**src/rtl/vga_pkg.sv**
```systemverilog
// Shared timing defaults, counter type and lock-state enum for the
// VGA porch stage.
package vga_pkg;

  localparam int TOTAL_COLS_DEF    = 800;
  localparam int TOTAL_ROWS_DEF    = 525;
  localparam int ACTIVE_COLS_DEF   = 640;
  localparam int ACTIVE_ROWS_DEF   = 480;
  localparam int FRONT_PORCH_H_DEF = 16;
  localparam int BACK_PORCH_H_DEF  = 48;
  localparam int FRONT_PORCH_V_DEF = 10;
  localparam int BACK_PORCH_V_DEF  = 33;
  localparam int VIDEO_WIDTH_DEF   = 3;

  localparam int CNT_W = 10;

  typedef logic [CNT_W-1:0] cnt_t;

  localparam cnt_t CNT_ONE = cnt_t'(1);

  typedef enum logic {
    UNLOCKED = 1'b0,
    LOCKED   = 1'b1
  } lock_state_e;

  function automatic logic in_range(
    input cnt_t v,
    input cnt_t lo,
    input cnt_t hi
  );
    return (v >= lo) && (v <= hi);
  endfunction

endpackage

```
**src/rtl/vga_sync_porch_if.sv**
```systemverilog
// Raw or porch-adjusted sync plus RGB video bundle; the producer
// takes master, the consumer takes slave.
interface vga_sync_porch_if #(
  parameter int VIDEO_WIDTH = vga_pkg::VIDEO_WIDTH_DEF
);

  logic                   HSync;
  logic                   VSync;
  logic [VIDEO_WIDTH-1:0] Red_Video;
  logic [VIDEO_WIDTH-1:0] Grn_Video;
  logic [VIDEO_WIDTH-1:0] Blu_Video;

  modport master (
    output HSync,
    output VSync,
    output Red_Video,
    output Grn_Video,
    output Blu_Video
  );

  modport slave (
    input HSync,
    input VSync,
    input Red_Video,
    input Grn_Video,
    input Blu_Video
  );

endinterface

```
**src/rtl/vga_sync_to_count.sv**
```systemverilog
// Frame-start edge detect and free-running col/row counters that
// reload on every frame start; flags frame starts that arrive early.
module vga_sync_to_count
  import vga_pkg::*;
#(
  parameter int TOTAL_COLS = TOTAL_COLS_DEF,
  parameter int TOTAL_ROWS = TOTAL_ROWS_DEF
) (
  input  logic i_Clk,
  input  logic i_Reset,
  input  logic i_VSync,
  output logic o_FS,
  output logic o_OffSched,
  output cnt_t o_Col,
  output cnt_t o_Row
);

  localparam cnt_t COL_END = cnt_t'(TOTAL_COLS - 1);
  localparam cnt_t ROW_END = cnt_t'(TOTAL_ROWS - 1);

  logic r_VSync_d;
  cnt_t r_Col;
  cnt_t r_Row;

  logic w_FS;
  logic w_ColEnd;
  logic w_RowEnd;

  assign w_FS     = i_VSync & ~r_VSync_d;
  assign w_ColEnd = (r_Col == COL_END);
  assign w_RowEnd = (r_Row == ROW_END);

  // A start is on schedule only if the previous pixel closed the frame.
  assign o_OffSched = w_FS & ~(w_ColEnd & w_RowEnd);
  assign o_FS       = w_FS;
  assign o_Col      = r_Col;
  assign o_Row      = r_Row;

  always_ff @(posedge i_Clk) begin
    if (i_Reset) begin
      r_VSync_d <= 1'b0;
      r_Col     <= '0;
      r_Row     <= '0;
    end else begin
      r_VSync_d <= i_VSync;
      if (w_FS) begin
        r_Col <= '0;
        r_Row <= '0;
      end else if (w_ColEnd) begin
        r_Col <= '0;
        r_Row <= w_RowEnd ? '0 : r_Row + CNT_ONE;
      end else begin
        r_Col <= r_Col + CNT_ONE;
      end
    end
  end

endmodule

```
**src/rtl/vga_sync_porch.sv**
```systemverilog
// Re-times raw VGA sync into active-low pulses with porches, two-clock
// video delay. VGA_PORCH_BLANK_EN zeroes video outside the active area.
module vga_sync_porch
  import vga_pkg::*;
#(
  parameter int TOTAL_COLS    = TOTAL_COLS_DEF,
  parameter int TOTAL_ROWS    = TOTAL_ROWS_DEF,
  parameter int ACTIVE_COLS   = ACTIVE_COLS_DEF,
  parameter int ACTIVE_ROWS   = ACTIVE_ROWS_DEF,
  parameter int FRONT_PORCH_H = FRONT_PORCH_H_DEF,
  parameter int BACK_PORCH_H  = BACK_PORCH_H_DEF,
  parameter int FRONT_PORCH_V = FRONT_PORCH_V_DEF,
  parameter int BACK_PORCH_V  = BACK_PORCH_V_DEF,
  parameter int VIDEO_WIDTH   = VIDEO_WIDTH_DEF
) (
  input  logic            i_Clk,
  input  logic            i_Reset,
  vga_sync_porch_if.slave  i_Vid,
  vga_sync_porch_if.master o_Vid,
  output logic            o_Locked,
  output logic            o_Resync
);

  localparam cnt_t HS_LO =
    cnt_t'(ACTIVE_COLS + FRONT_PORCH_H);
  localparam cnt_t HS_HI =
    cnt_t'(TOTAL_COLS - BACK_PORCH_H - 1);
  localparam cnt_t VS_LO =
    cnt_t'(ACTIVE_ROWS + FRONT_PORCH_V);
  localparam cnt_t VS_HI =
    cnt_t'(TOTAL_ROWS - BACK_PORCH_V - 1);

`ifdef VGA_PORCH_BLANK_EN
  localparam cnt_t H_ACT = cnt_t'(ACTIVE_COLS);
  localparam cnt_t V_ACT = cnt_t'(ACTIVE_ROWS);
`endif

  lock_state_e r_State;
  lock_state_e w_State_Next;

  logic w_FS;
  logic w_OffSched;
  cnt_t w_Col;
  cnt_t w_Row;

  logic [VIDEO_WIDTH-1:0] r_Red1;
  logic [VIDEO_WIDTH-1:0] r_Grn1;
  logic [VIDEO_WIDTH-1:0] r_Blu1;
  logic                   r_Resync1;

  logic                   w_Live;
  logic                   w_HSync;
  logic                   w_VSync;
  logic [VIDEO_WIDTH-1:0] w_Red;
  logic [VIDEO_WIDTH-1:0] w_Grn;
  logic [VIDEO_WIDTH-1:0] w_Blu;

  // Raw HSync carries no timing here; counters run from frame start.
  logic w_unused_hsync;
  assign w_unused_hsync = i_Vid.HSync;

  vga_sync_to_count #(
    .TOTAL_COLS (TOTAL_COLS),
    .TOTAL_ROWS (TOTAL_ROWS)
  ) u_count (
    .i_Clk      (i_Clk),
    .i_Reset    (i_Reset),
    .i_VSync    (i_Vid.VSync),
    .o_FS       (w_FS),
    .o_OffSched (w_OffSched),
    .o_Col      (w_Col),
    .o_Row      (w_Row)
  );

  always_ff @(posedge i_Clk) begin
    if (i_Reset) begin
      r_State <= UNLOCKED;
    end else begin
      r_State <= w_State_Next;
    end
  end

  always_comb begin
    w_State_Next = r_State;
    unique case (r_State)
      UNLOCKED: if (w_FS) w_State_Next = LOCKED;
      LOCKED:   w_State_Next = LOCKED;
    endcase
  end

  always_ff @(posedge i_Clk) begin
    if (i_Reset) begin
      r_Red1    <= '0;
      r_Grn1    <= '0;
      r_Blu1    <= '0;
      r_Resync1 <= 1'b0;
    end else begin
      r_Red1    <= i_Vid.Red_Video;
      r_Grn1    <= i_Vid.Grn_Video;
      r_Blu1    <= i_Vid.Blu_Video;
      r_Resync1 <= w_OffSched & (r_State == LOCKED);
    end
  end

  // r_State advances with stage 1, so it already describes w_Col/w_Row.
  assign w_Live = (r_State == LOCKED);

  always_comb begin
    w_HSync = 1'b1;
    w_VSync = 1'b1;
    w_Red   = '0;
    w_Grn   = '0;
    w_Blu   = '0;
    if (w_Live) begin
      w_HSync = ~in_range(w_Col, HS_LO, HS_HI);
      w_VSync = ~in_range(w_Row, VS_LO, VS_HI);
      w_Red   = r_Red1;
      w_Grn   = r_Grn1;
      w_Blu   = r_Blu1;
`ifdef VGA_PORCH_BLANK_EN
      if ((w_Col >= H_ACT) || (w_Row >= V_ACT)) begin
        w_Red = '0;
        w_Grn = '0;
        w_Blu = '0;
      end
`endif
    end
  end

  always_ff @(posedge i_Clk) begin
    if (i_Reset) begin
      o_Vid.HSync     <= 1'b1;
      o_Vid.VSync     <= 1'b1;
      o_Vid.Red_Video <= '0;
      o_Vid.Grn_Video <= '0;
      o_Vid.Blu_Video <= '0;
      o_Locked        <= 1'b0;
      o_Resync        <= 1'b0;
    end else begin
      o_Vid.HSync     <= w_HSync;
      o_Vid.VSync     <= w_VSync;
      o_Vid.Red_Video <= w_Red;
      o_Vid.Grn_Video <= w_Grn;
      o_Vid.Blu_Video <= w_Blu;
      o_Locked        <= w_Live;
      o_Resync        <= r_Resync1 & w_Live;
    end
  end

endmodule

```
**src/flat_wrapper.sv**
```systemverilog
// flat-port wrapper written by rule: the top's interface ports become plain ports
module vga_sync_porch_flat import vga_pkg::*;
#(
  parameter int TOTAL_COLS    = TOTAL_COLS_DEF,
  parameter int TOTAL_ROWS    = TOTAL_ROWS_DEF,
  parameter int ACTIVE_COLS   = ACTIVE_COLS_DEF,
  parameter int ACTIVE_ROWS   = ACTIVE_ROWS_DEF,
  parameter int FRONT_PORCH_H = FRONT_PORCH_H_DEF,
  parameter int BACK_PORCH_H  = BACK_PORCH_H_DEF,
  parameter int FRONT_PORCH_V = FRONT_PORCH_V_DEF,
  parameter int BACK_PORCH_V  = BACK_PORCH_V_DEF,
  parameter int VIDEO_WIDTH   = VIDEO_WIDTH_DEF
)
  (i_Clk, i_Reset, o_Locked, o_Resync, i_Vid_HSync, i_Vid_VSync, i_Vid_Red_Video, i_Vid_Grn_Video, i_Vid_Blu_Video, o_Vid_HSync, o_Vid_VSync, o_Vid_Red_Video, o_Vid_Grn_Video, o_Vid_Blu_Video);
  vga_sync_porch_if #(.VIDEO_WIDTH(VIDEO_WIDTH)) i_Vid_i ();
  vga_sync_porch_if #(.VIDEO_WIDTH(VIDEO_WIDTH)) o_Vid_i ();
  input  logic i_Clk;
  input  logic i_Reset;
  output logic o_Locked;
  output logic o_Resync;
  input wire logic [$bits(i_Vid_i.HSync)-1:0] i_Vid_HSync;
  input wire logic [$bits(i_Vid_i.VSync)-1:0] i_Vid_VSync;
  input wire logic [$bits(i_Vid_i.Red_Video)-1:0] i_Vid_Red_Video;
  input wire logic [$bits(i_Vid_i.Grn_Video)-1:0] i_Vid_Grn_Video;
  input wire logic [$bits(i_Vid_i.Blu_Video)-1:0] i_Vid_Blu_Video;
  output wire logic [$bits(o_Vid_i.HSync)-1:0] o_Vid_HSync;
  output wire logic [$bits(o_Vid_i.VSync)-1:0] o_Vid_VSync;
  output wire logic [$bits(o_Vid_i.Red_Video)-1:0] o_Vid_Red_Video;
  output wire logic [$bits(o_Vid_i.Grn_Video)-1:0] o_Vid_Grn_Video;
  output wire logic [$bits(o_Vid_i.Blu_Video)-1:0] o_Vid_Blu_Video;
  assign i_Vid_i.HSync = i_Vid_HSync;
  assign i_Vid_i.VSync = i_Vid_VSync;
  assign i_Vid_i.Red_Video = i_Vid_Red_Video;
  assign i_Vid_i.Grn_Video = i_Vid_Grn_Video;
  assign i_Vid_i.Blu_Video = i_Vid_Blu_Video;
  assign o_Vid_HSync = o_Vid_i.HSync;
  assign o_Vid_VSync = o_Vid_i.VSync;
  assign o_Vid_Red_Video = o_Vid_i.Red_Video;
  assign o_Vid_Grn_Video = o_Vid_i.Grn_Video;
  assign o_Vid_Blu_Video = o_Vid_i.Blu_Video;
  vga_sync_porch #(.TOTAL_COLS(TOTAL_COLS), .TOTAL_ROWS(TOTAL_ROWS), .ACTIVE_COLS(ACTIVE_COLS), .ACTIVE_ROWS(ACTIVE_ROWS), .FRONT_PORCH_H(FRONT_PORCH_H), .BACK_PORCH_H(BACK_PORCH_H), .FRONT_PORCH_V(FRONT_PORCH_V), .BACK_PORCH_V(BACK_PORCH_V), .VIDEO_WIDTH(VIDEO_WIDTH)) u_core (.i_Clk(i_Clk), .i_Reset(i_Reset), .i_Vid(i_Vid_i), .o_Vid(o_Vid_i), .o_Locked(o_Locked), .o_Resync(o_Resync));
endmodule
```
**config.mk**
```make
export PLATFORM = sky130hd
export DESIGN_NAME = vga_sync_porch_flat
export DESIGN_NICKNAME = d
export VERILOG_FILES = /design/src/rtl/vga_pkg.sv /design/src/rtl/vga_sync_porch_if.sv /design/src/rtl/vga_sync_to_count.sv /design/src/rtl/vga_sync_porch.sv /design/src/flat_wrapper.sv
export SDC_FILE = /design/constraint.sdc
export NUM_CORES = 1
export LEC_CHECK = 0
export CAP_MARGIN = 20
export CORE_AREA = 5 5 68 70
export DETAILED_ROUTE_END_ITERATION = 10
export DIE_AREA = 0 0 73 75
export PLACE_DENSITY = 0.73
export SYNTH_ARGS = -nofsm -noshare
export SYNTH_HDL_FRONTEND = slang
export SYNTH_SLANG_ARGS = --single-unit
```
**constraint.sdc**
```tcl
create_clock -name i_Clk -period 1.5 [get_ports i_Clk]
set_input_delay 0.45 -clock i_Clk [delete_from_list [all_inputs] [get_ports i_Clk]]
set_output_delay 0.45 -clock i_Clk [all_outputs]
set_load 0.1 [all_outputs]
```
==> flow_summary.json <==
{
  "period_share": 1.11,
  "slew_violations": 0,
  "avgSynthCellArea_um2": 9.90,
  "synth_seq_cells": 45,
  "die_area_mm2": 0.00548,
  "power_density_mw_per_mm2": 905,
  "syn_inst": 171,
  "cts_max_level": 2,
  "clock-root-buffer": "clkbuf_8",
  "grt_max_degree": 14,
  "clockBufferDepth": 2,
  "first_iter_violations": 85,
  "hold_viol_final": 0,
  "drv_cap": 0,
  "final_area_mm2": 0.00250,
  "cts_made_buffers": 5,
  "crit_path_cell_trace": "or3_1 > or4_4 > o21ai_4 > nor2_1",
  "relSlewSlack": 0.771,
  "cp_num_cells": 4,
  "antenna_found_initial": 0,
  "remaining_drc_errors": 0,
  "p_leak_nw": 0.992,
  "diodes": 0,
  "wl_um": 3380,
  "crit_fanout": 8,
  "reg2reg_to": "u_core.u_count.o_Row[0]$_SDFFE_PP0N_",
  "ys.flop_type": "dfxtp_1",
  "ios": 26,
  "p_total_mw": 2.27,
  "violations": "negative setup slack",
  "final_layout_size_suffix_gt1_frac": 0.322,
  "slowest_delay_ns": 0.47,
  "synth_cell_types": 29,
  "yosysWarnings": 0,
  "row_count": 23,
  "num_vias": 1335,
  "fin_skew_ns": 0.00662,
  "layout.nets": 248,
  "crit_start": "u_core.u_count.o_Row[5]$_SDFFE_PP0N_",
  "critical_path.top_delay_family": "simple AND/OR/NAND/NOR gates",
  "status": "complete, but fails checks",
  "dieHeight_um": 75,
  "cts_tree": "done",
  "path_class": "flip-flop to flip-flop",
  "die_x_um": 73,
  "cp.required_ns": 1.67,
  "setup_viol": 10,
  "wire_per_inst_um": 12.1,
  "hp-start": "u_core.r_Red1[1]$_SDFF_PP0_",
  "layout_setup_ws_ns": -0.168,
  "grtUsageTotal": 0.137,
  "placed_area_mm2": 0.00234,
  "crit_slowest_cell": "or4_4",
  "grt_pass1_wl_um": 5760,
  "cp.arrival_ns": 1.84,
  "final_cell_mix": "dfxtp_1, buf_4, nor2_1",
  "syn_area_mm2": 0.00169,
  "first_global_vias": 1356,
  "dr.pass1.iters": 4,
  "synth_nets": 189,
  "crit_path_end_kind": "flip-flop",
  "start_util": 0.433,
  "setup_tns_ns": -1.27,
  "worst_pin_slew_ns": 0.342,
  "crit_buf_inv": 0,
  "final_common_cell": "dfxtp_1",
  "period_needed_ns": 1.67,
  "clkSinkCount": 45,
  "fin_hold_ws_ns": 0.427,
  "vdd_drop_max_uv": 582,
  "reg2reg_depth": 4,
  "hold_end": "u_core.o_Vid.Red_Video[1]$_SDFF_PP0_",
  "maxClockFrequency_ghz": 0.600,
  "hold_class": "flip-flop to flip-flop",
  "fp.coreArea_mm2": 0.00391,
  "start_kind": "flip-flop",
  "hpwl_um": 2560,
  "synth-edff-count": 0,
  "ff2ff_setup_slack_ns": -0.17,
  "seq_area_frac_synth": 0.532,
  "final_util": 0.640,
  "hold_depth": 1,
  "final_antenna_net_count": 0,
  "grt-ovfl-total": 0,
  "clk_pin_slew_ns": 0.08,
  "insertion_delay_ns": 0.29,
  "reg2reg_from": "u_core.u_count.o_Row[5]$_SDFFE_PP0N_",
  "port_buffers": 24,
  "gp_congestion": 0.819,
  "via_per_inst": 4.77,
  "async_flop_share": 0,
  "syn_to_final_growth_pct": 48.0,
  "rsz0062_at_grt": "yes"
}
through the flow:
step                std cells  setup slack [ns]
floorplan                 171           -0.0852
global placement          271            -0.193
detailed placement        271            -0.197
CTS                       279            -0.143
global route              280            -0.232
finish                    280            -0.168
synthesized netlist by cell type (all sizes together) (5+ instances only):
library cell / number / share of area
and2: 11 / 0.041
or3: 7 / 0.026
nor2: 20 / 0.044
nand2: 6 / 0.013
ha: 5 / 0.037
xnor2: 6 / 0.031
nor2b: 12 / 0.044
inv: 5 / 0.011
nand4: 7 / 0.026
a21oi: 6 / 0.018
dfxtp: 45 / 0.53
xor2: 6 / 0.031
and3: 6 / 0.024
o21ai: 6 / 0.024
nand3: 7 / 0.021
timing repair:
action	CTS	global route
buffers inserted	1	1
pin swaps	4	4
hold buffers	0	0
resized for setup	4	14
setup endpoints to repair	13	18
gates cloned	0	0
where the power goes:
group | internal (mW) | switching [mW]
clock | 0.484 | 0.372
sequential | 1.22 | 0.0110
combinational | 0.0862 | 0.0929
total | 1.79 | 0.476
cell type report:
cell class | instances | area, µm²
fillers | 315 | 1410
flip-flops and latches | 45 | 908
multi-input cells | 117 | 797
repair buffers | 56 | 614
clock buffers | 5 | 68.8
well taps | 50 | 62.6
clock inverters | 2 | 35.0
inverters | 5 | 18.8
registers in the layout, indices dropped and copies added (netlist names):
register / cells
u_core.u_count.o_Col: 10
u_core.u_count.r_VSync_d: 1
u_core.o_Vid.Blu_Video: 3
u_core.r_Blu1: 3
u_core.r_Red1: 3
u_core.r_State: 1
u_core.u_count.o_Row: 10
u_core.o_Locked: 1
u_core.o_Resync: 1
u_core.o_Vid.VSync: 1
u_core.r_Grn1: 3
u_core.o_Vid.Red_Video: 3
u_core.o_Vid.HSync: 1
u_core.r_Resync1: 1
u_core.o_Vid.Grn_Video: 3
layer usage:
metal  share of wire  vias to the layer above  track usage  routed length, µm
li1                -                      696            -                  -
met1            0.41                      616        0.144               1400
met2            0.53                       18        0.255               1800
met3           0.039                        5       0.0387                132
met4           0.014                        0       0.0553                 46
met5               0                        -            0                  0
how the worst max path moves through the flow:
stage                                                       to
after floorplan           u_core.u_count.o_Row[0]$_SDFFE_PP0N_
after CTS                 u_core.u_count.o_Row[2]$_SDFFE_PP0N_
after global placement           u_core.o_Vid.HSync$_SDFF_PP1_
final                     u_core.u_count.o_Row[0]$_SDFFE_PP0N_
after detailed placement         u_core.o_Vid.HSync$_SDFF_PP1_
after global routing      u_core.u_count.o_Row[4]$_SDFFE_PP0N_
kinds of logic after synthesis:
group	Yosys count	share of synthesized area
buffers and inverters	9	0.0214
DFF	45	0.532
xor gates and xnor gates	12	0.0621
and+or+nand+nor	85	0.290
adders and majority gates	5	0.0370
AOI/OAI and AO/OA	15	0.0577
Power figures use the tool's default switching activity.
